[src/rtl/ooo_isa_pkg.sv]
// Shared ISA definitions for the instruction receive path.
// Word layout is {op, rd, rs1, rs2}, three bits each.
package ooo_isa_pkg;

    localparam int INSTR_W = 12;

    typedef enum logic [2:0] {
        OP_ADD  = 3'b000,
        OP_SUB  = 3'b001,
        OP_AND  = 3'b010,
        OP_OR   = 3'b011,
        OP_XOR  = 3'b100,
        OP_LD   = 3'b101,
        OP_RSVD = 3'b110,
        OP_HALT = 3'b111
    } opcode_t;

    typedef struct packed {
        opcode_t    op;
        logic [2:0] rd;
        logic [2:0] rs1;
        logic [2:0] rs2;
    } instr_t;

    function automatic logic is_load(instr_t i);
        return i.op == OP_LD;
    endfunction

endpackage

[src/rtl/rx_sync_fifo.sv]
// Single-clock FIFO with wrapping pointers and a separate occupancy count.
// A push into a full FIFO succeeds only when a pop happens in the same cycle.
module rx_sync_fifo
    import ooo_isa_pkg::*;
#(
    parameter int  DEPTH = 8,
    parameter type T     = instr_t
) (
    input  logic                     clk,
    input  logic                     rst,
    input  logic                     push,
    input  T                         wdata,
    input  logic                     pop,
    output T                         rdata,
    output logic                     full,
    output logic                     empty,
    output logic [$clog2(DEPTH):0]   count
);

    localparam int AW = $clog2(DEPTH);
    localparam logic [AW:0]   CNT_ONE  = 1;
    localparam logic [AW:0]   CNT_FULL = (AW + 1)'(DEPTH);
    localparam logic [AW-1:0] PTR_ONE  = 1;

    T                mem_q [DEPTH];
    logic [AW-1:0]   wptr_q, wptr_d;
    logic [AW-1:0]   rptr_q, rptr_d;
    logic [AW:0]     count_q, count_d;
    logic            do_push;
    logic            do_pop;

    assign empty   = (count_q == '0);
    assign full    = (count_q == CNT_FULL);
    assign do_pop  = pop & ~empty;
    assign do_push = push & (~full | do_pop);
    assign rdata   = mem_q[rptr_q];
    assign count   = count_q;

    always_comb begin
        wptr_d  = wptr_q;
        rptr_d  = rptr_q;
        count_d = count_q;
        if (do_push) wptr_d = wptr_q + PTR_ONE;
        if (do_pop)  rptr_d = rptr_q + PTR_ONE;
        case ({do_push, do_pop})
            2'b10:   count_d = count_q + CNT_ONE;
            2'b01:   count_d = count_q - CNT_ONE;
            default: count_d = count_q;
        endcase
    end

    always_ff @(posedge clk) begin
        if (do_push) mem_q[wptr_q] <= wdata;
    end

    always_ff @(posedge clk or posedge rst) begin
        if (rst) begin
            wptr_q  <= '0;
            rptr_q  <= '0;
            count_q <= '0;
        end else begin
            wptr_q  <= wptr_d;
            rptr_q  <= rptr_d;
            count_q <= count_d;
        end
    end

endmodule

[src/rtl/instr_rx_frontend.sv]
// Frames the io_in program stream, captures each word, and queues it for issue.
// Define RX_ILLEGAL_TRAP_EN to abort the stream on the reserved opcode.
module instr_rx_frontend
    import ooo_isa_pkg::*;
#(
    parameter int DEPTH = 8
) (
    input  logic                     clock,
    input  logic                     reset,
    input  logic [11:0]              io_in,
    output logic                     out_valid,
    input  logic                     out_ready,
    output logic [2:0]               out_op,
    output logic [2:0]               out_rd,
    output logic [2:0]               out_rs1,
    output logic [2:0]               out_rs2,
    output logic                     out_is_load,
    output logic                     stream_done,
    output logic                     drained,
    output logic                     overflow,
`ifdef RX_ILLEGAL_TRAP_EN
    output logic                     illegal_op,
`endif
    output logic [$clog2(DEPTH):0]   occupancy
);

    localparam logic [1:0] S_IDLE = 2'd0;
    localparam logic [1:0] S_RUN  = 2'd1;
    localparam logic [1:0] S_DONE = 2'd2;

    logic [1:0] state_q, state_d;
    instr_t     cap_q, cap_d;
    logic       cap_vld_q, cap_vld_d;
    logic       done_q, done_d;
    logic       ovf_q, ovf_d;
`ifdef RX_ILLEGAL_TRAP_EN
    logic       ill_q, ill_d;
`endif

    instr_t     word;
    instr_t     head;
    logic       take;
    logic       fifo_full;
    logic       fifo_empty;
    logic       pop;

    assign word = instr_t'(io_in);
    assign pop  = ~fifo_empty & out_ready;

    rx_sync_fifo #(
        .DEPTH (DEPTH),
        .T     (instr_t)
    ) u_fifo (
        .clk   (clock),
        .rst   (reset),
        .push  (cap_vld_q),
        .wdata (cap_q),
        .pop   (pop),
        .rdata (head),
        .full  (fifo_full),
        .empty (fifo_empty),
        .count (occupancy)
    );

    always_comb begin
        state_d   = state_q;
        cap_d     = cap_q;
        cap_vld_d = 1'b0;
        done_d    = done_q;
        ovf_d     = ovf_q | (cap_vld_q & fifo_full & ~pop);
`ifdef RX_ILLEGAL_TRAP_EN
        ill_d     = ill_q;
`endif
        case (state_q)
            S_IDLE:  take = (io_in != '0);
            S_RUN:   take = 1'b1;
            default: take = 1'b0;
        endcase
        if (take) begin
            if (word.op == OP_HALT) begin
                state_d = S_DONE;
                done_d  = 1'b1;
            end
`ifdef RX_ILLEGAL_TRAP_EN
            else if (word.op == OP_RSVD) begin
                state_d = S_DONE;
                ill_d   = 1'b1;
            end
`endif
            else begin
                state_d   = S_RUN;
                cap_d     = word;
                cap_vld_d = 1'b1;
            end
        end
    end

    always_ff @(posedge clock or posedge reset) begin
        if (reset) begin
            state_q   <= S_IDLE;
            cap_q     <= '0;
            cap_vld_q <= 1'b0;
            done_q    <= 1'b0;
            ovf_q     <= 1'b0;
`ifdef RX_ILLEGAL_TRAP_EN
            ill_q     <= 1'b0;
`endif
        end else begin
            state_q   <= state_d;
            cap_q     <= cap_d;
            cap_vld_q <= cap_vld_d;
            done_q    <= done_d;
            ovf_q     <= ovf_d;
`ifdef RX_ILLEGAL_TRAP_EN
            ill_q     <= ill_d;
`endif
        end
    end

    // Head fields are forced to zero while the FIFO is empty
    assign out_valid   = ~fifo_empty;
    assign out_op      = out_valid ? head.op  : 3'd0;
    assign out_rd      = out_valid ? head.rd  : 3'd0;
    assign out_rs1     = out_valid ? head.rs1 : 3'd0;
    assign out_rs2     = out_valid ? head.rs2 : 3'd0;
    assign out_is_load = out_valid & is_load(head);
    assign stream_done = done_q;
    assign drained     = done_q & fifo_empty;
    assign overflow    = ovf_q;
`ifdef RX_ILLEGAL_TRAP_EN
    assign illegal_op  = ill_q;
`endif

endmodule

[config.mk]
export PLATFORM = sky130hd
export DESIGN_NAME = instr_rx_frontend
export DESIGN_NICKNAME = d
export VERILOG_FILES = /design/src/rtl/ooo_isa_pkg.sv /design/src/rtl/rx_sync_fifo.sv /design/src/rtl/instr_rx_frontend.sv
export SDC_FILE = /design/constraint.sdc
export NUM_CORES = 1
export LEC_CHECK = 0
export ABC_AREA = 1
export CORE_ASPECT_RATIO = 0.7
export CORE_MARGIN = 1.5
export CORE_UTILIZATION = 45
export CTS_CLUSTER_DIAMETER = 80
export DETAILED_ROUTE_END_ITERATION = 12
export GPL_ROUTABILITY_DRIVEN = 0
export GPL_TIMING_DRIVEN = 0
export SLEW_MARGIN = 30
export SYNTH_ARGS = -nofsm -noshare
export SYNTH_HDL_FRONTEND = slang
export SYNTH_SLANG_ARGS = --single-unit
export TNS_END_PERCENT = 50
[constraint.sdc]
create_clock -name clock -period 4.7 [get_ports clock]
set_clock_uncertainty 0.1 [all_clocks]
set_input_delay 0.94 -clock clock [delete_from_list [all_inputs] [get_ports clock]]
set_output_delay 0.94 -clock clock [all_outputs]
set_load 0.02 [all_outputs]
# After elaboration in Yosys (flattened, before gate mapping)
# Memory sizes are Yosys's and may differ from the RTL's.
# Index checks and enable logic that the tools add are counted.
[word_totals]
register_bits = 27
ramBits = 96
in_bits = 15
output_inout_bits = 21
word_cells = 52
memories = 1
[mem_list]
columns = ["name", "depth", "width", "rd", "rd_ports_with_merged_regs", "wr", "line", "source"]
rows = [
  ["u_fifo.mem_q", 8, 12, 1, 0, 1, "rx_sync_fifo.sv:25", "T mem_q [DEPTH];"],
]
[classes]
add_sub_neg = 4
n_eq_ne = 6
n_mux = 11
n_bitwise = 13
n_reduce_logical = 6
[op_table]
columns = ["operator", "n"]
rows = [
  ["3-bit 2-to-1 mux", 4],
  ["12-bit nonzero test", 1],
  ["4-bit one-hot mux with 2 select lines", 1],
  ["1-bit AND", 7],
  ["3-bit by 1-bit adder with 3-bit output (second input constant)", 2],
  ["3-bit == test (second input constant)", 2],
  ["4-bit by 1-bit adder with 4-bit output (second input constant)", 1],
  ["2-bit by 1-bit == test with 1-bit output (second input constant)", 2],
  ["4-bit == test (second input constant)", 1],
  ["4-bit zero test", 1],
  ["1-bit 2-to-1 mux", 4],
  ["1-bit NOT", 4],
  ["2-bit AND reduction", 2],
  ["4-bit by 1-bit subtractor with 4-bit output (second input constant)", 1],
  ["2-bit == test (second input constant)", 1],
  ["2-bit zero test", 1],
  ["2-bit 2-to-1 mux", 1],
  ["1-bit OR", 2],
  ["1-bit one-hot mux with 2 select lines", 1],
  ["2-bit nonzero test", 1],
]

# Longest topological paths before layout
[logic_depth]
depth_word = 8
mapped_depth = 13
mapped_depth_nobuf = 13

# Cells and area by module
# From an unflattened synthesis, not the netlist that was laid out.
[unflattened]
cells_unflattened = 460
area_unflattened_um2 = 5295.1
[by_module_without_submodules]
columns = ["mod", "instances", "cells_per_inst", "area_per_inst_um2", "seq_area_each_um2"]
rows = [
  ["rx_sync_fifo", 1, 344, 4400.5, 3133.0],
  ["instr_rx_frontend", 1, 116, 894.6, 425.4],
]

# Worst setup path after synthesis
# OpenSTA, ideal clock, no wires.
[synth_timing]
kind = "register to output"
from = "register u_fifo.count_q[0] (netlist: u_fifo.count[0])"
to = "output out_rd[0]"
arrival_time_ns = 1.535
required_ns = 3.660
setup_slack_ns = 2.125
stages_incl_launch_ff = 6
path_buffers = 1
path_cell_list = "dfrtp_1 > nor2_1 > nand3_1 > clkbuf_1 > o21ai_1 > nor2_1"
[synth_via]
elab_chain_cells = 2
[synth_lines]
columns = ["element", "line", "source"]
rows = [
  ["start: declaration", "rx_sync_fifo.sv:28", "logic [AW:0] count_q, count_d;"],
  ["start signal: assignment", "rx_sync_fifo.sv:64", "count_q <= count_d;"],
  ["4-bit zero test", "rx_sync_fifo.sv:32", "assign empty = (count_q == '0);"],
  ["3-bit 2-to-1 mux", "instr_rx_frontend.sv:123", "assign out_rd = out_valid ? head.rd : 3'd0;"],
  ["end: declaration", "instr_rx_frontend.sv:14", "output logic [2:0] out_rd,"],
]
# Every way passes these cells.

# Final worst setup path
[layout_timing]
from = "register u_fifo.rptr_q[1]"
to = "output out_rs1[0]"
[layout_via]
elab_chain_cells = 2
[layout_lines]
columns = ["element", "line", "source"]
rows = [
  ["start: declaration", "rx_sync_fifo.sv:27", "logic [AW-1:0] rptr_q, rptr_d;"],
  ["start signal: assignment", "rx_sync_fifo.sv:63", "rptr_q <= rptr_d;"],
  ["memory 8 x 12 bit", "n/a", ""],
  ["3-bit 2-to-1 mux", "instr_rx_frontend.sv:124", "assign out_rs1 = out_valid ? head.rs1 : 3'd0;"],
  ["end: declaration", "instr_rx_frontend.sv:15", "output logic [2:0] out_rs1,"],
]
# Every way passes these cells.

==> impl_metrics.env <==
export IMPL_dieArea_um2=12000
export IMPL_required_ns=3.66
export IMPL_synth_top_area_cell="edfxtp_1"
export IMPL_cts_resized=0
export IMPL_grt_pass1_wl_mm=18.4
export IMPL_dp_slack_ns=1.34
export IMPL_hold_buffers=0
export IMPL_synth_edff_count=96
export IMPL_synthFlopType="edfxtp_1"
export IMPL_synth_xor_area_share_pct=0.686
export IMPL_final_fill_count=901
export IMPL_setup_tns_ns=0
export IMPL_cts_buffers=17
export IMPL_crit_chain="buf_4, inv_2, clkbuf_1, o21ai_1, o22ai_1, nor2_1, nor2_1, clkdlybuf4s50_1"
export IMPL_utilization_pct=57.3
export IMPL_die_w_um=130
export IMPL_diodes=0
export IMPL_cts_tree="done"
export IMPL_routed_wl_mm=11.8
export IMPL_finalHoldWorstSlack_ns=0.374
export IMPL_yosys_area_share_simple_pct=16.5
export IMPL_dieHeight_um=92.1
export IMPL_muxShareOfSynthArea_pct=0
export IMPL_syn_inst=456
export IMPL_end_kind="primary output"
export IMPL_min_delay_path_depth=1
export IMPL_fin_ws_ns=0.853
export IMPL_max_freq_ghz=0.260
export IMPL_worst_r2r_cell_count=12
export IMPL_setup_viol=0
export IMPL_cts_setup_buffers=0
export IMPL_crit_path_max_fanout=10
export IMPL_grt_max_degree=28
export IMPL_stdcell_area_um2=6330
export IMPL_synth_top_family_by_area="simple AND/OR/NAND/NOR gates"
export IMPL_synth_seq_cells=123
export IMPL_rr_startpoint="u_fifo.count[0]"
export IMPL_yosysUniqueCellTypes=30
export IMPL_clockRootBuffer="clkbuf_16"
export IMPL_synth_compound_area_share_pct=8.08
export IMPL_yosysWarnings=0
export IMPL_ys_top_cells_by_count="96 x edfxtp_1, 95 x nor2_1, 75 x nand2_1"
export IMPL_core_area_um2=11100
export IMPL_r2r_end="u_fifo.count[2]"
export IMPL_hpwlAfterDp_mm=7.78
export IMPL_clock_latency_ns=0.41
export IMPL_synth_adder_area_share_pct=1.22
export IMPL_finalMaxSlewViolations=0
export IMPL_synthTopCellsByArea="edfxtp_1 56%, dfrtp_1 13%, nor2_1 7.0%"
export IMPL_multi_input_area_um2=1370
export IMPL_syn_num_nets=476
export IMPL_powerDensity_nw_per_um2=630
export IMPL_p_leak_nw=2.68
export IMPL_num_rows=32
export IMPL_drc=0
export IMPL_hold_path_class="reg2reg"
export IMPL_initial_core_util_pct=46.2
export IMPL_layout_drive_gt1_share_pct=11.6
export IMPL_wl_per_cell_um=17.4
export IMPL_antenna_found_initial=0
export IMPL_clk_pin_slew_ns=0.06
export IMPL_boundaryPins=36
export IMPL_slew_headroom_pct=39.3
export IMPL_hold_viol_final=0
export IMPL_vias_per_cell=5.19
export IMPL_grt_ovfl_total=0
export IMPL_max_cap_violations=0
export IMPL_htree_levels=4
export IMPL_min_period_over_period_pct=81.8
export IMPL_syn_mean_instance_area_um2=11.2
export IMPL_ff_latch_area_um2=3560
export IMPL_hold_end="overflow"
export IMPL_syn_to_final_growth_pct=23.9
export IMPL_drt_iter0_drc=324
export IMPL_cts_buffer_depth=2
export IMPL_cp_top_family="buffers and inverters"
export IMPL_cp_common_cell="nor2_1"
export IMPL_rsz0062_at_grt="no"
export IMPL_grt_pass1_vias=3302
export IMPL_finalCriticalPeriod_ns=3.85
export IMPL_synth_top_area_share_pct=56.4
export IMPL_slowest_stage="clkdlybuf4s50_1"
export IMPL_max_stage_delay_ns=0.63
export IMPL_status="complete, no violations"
export IMPL_synthArstFlopShare_pct=22.0
export IMPL_syn_area_um2=5110
export IMPL_crit_buf_inv=4
export IMPL_crit_arrival_ns=2.81
export IMPL_dpl_cell_area_um2=5680
export IMPL_hold_start="overflow"
export IMPL_vdd_ir_drop_max_v=0.000324
export IMPL_nNetsFinal=531
export IMPL_ant_nets=0
export IMPL_portBuffers=35
export IMPL_vias=3511
export IMPL_tightest_slew_ns=0.910
export IMPL_r2r_slack_ns=2.22
export IMPL_numClockSinks=123
export IMPL_grt_usage_pct=21.7
export IMPL_yosysSeqAreaShare_pct=69.7
export IMPL_startpoint_type="flip-flop"
export IMPL_firstDrtPassIters=5
export IMPL_path_class="reg2out"
export IMPL_synth_most_common_cell="edfxtp_1"
[per-layer routing]
| layer | up-vias | routed length (um) | global-route usage, % |
|---|---|---|---|
| li1 | 1700 | - | - |
| met1 | 1684 | 5810 | 32.4 |
| met2 | 115 | 5000 | 29.7 |
| met3 | 12 | 859 | 7.18 |
| met4 | 0 | 144 | 7.51 |
| met5 | - | 0 | 0 |
[report_power, final]
group          switching, mW  total [mW]  internal [mW]
combinational          0.823        1.33          0.511
clock                  0.483        1.43          0.942
sequential            0.0407        1.23           1.19
total                   1.35        3.99           2.64
[stage by stage]
stage | cells | power (mW)
finish | 677 | 3.99
global route | 677 | 4.18
CTS | 677 | 4.00
detailed placement | 645 | 2.58
global placement | 644 | 2.56
floorplan | 456 | 2.07
[area by class of cell]
class                           count  share of cell area, %
Sequential cell                   123                   56.2
Timing Repair Buffer               36                   5.71
Buffer                             22                   1.94
Inverter                           20                   1.19
Multi-Input combinational cell    291                   21.7
Clock inverter                     14                   3.48
Tap cell                          153                   3.02
Clock buffer                       18                   6.78
[state kept, by name, indices dropped and copies added (netlist names)]
signal,count
u_fifo.wptr_q,3
overflow,1
u_fifo.count,4
state_q,2
u_fifo.mem_q,96
stream_done,1
cap_q,12
cap_vld_q,1
u_fifo.rptr_q,3
[cells in the final DEF (no fill, tap or decap), drive strengths merged, types with 15 or more instances in the layout]
master,n
o21ai,65
nor2,96
clkbuf,25
edfxtp,96
dfrtp,27
nand2,75
buf,16
nand4,15
inv,21
clkdlybuf4s50,35
[logic make-up (layout without fill, tap and decap cells)]
group / Yosys count / count (layout)
and+or+nand+nor: 203 / 203
DFF: 123 / 123
AOI/OAI and AO/OA: 79 / 79
buffers and inverters: 42 / 110
adders and majority gates: 5 / 5
xor gates and xnor gates: 4 / 4
[worst max path at each step]
stage / depth (start not counted) / from / to
floorplan: 5 / u_fifo.count[0] / out_rd[0]
global placement: 6 / out_ready / u_fifo.mem_q[0][0]
detailed placement: 8 / u_fifo.rptr_q[1] / out_rs2[2]
CTS: 8 / u_fifo.rptr_q[1] / out_rs2[2]
global route: 8 / u_fifo.rptr_q[1] / out_rs2[2]
finish: 8 / u_fifo.rptr_q[1] / out_rs1[0]
No activity file was read; power rests on OpenSTA's default activity.
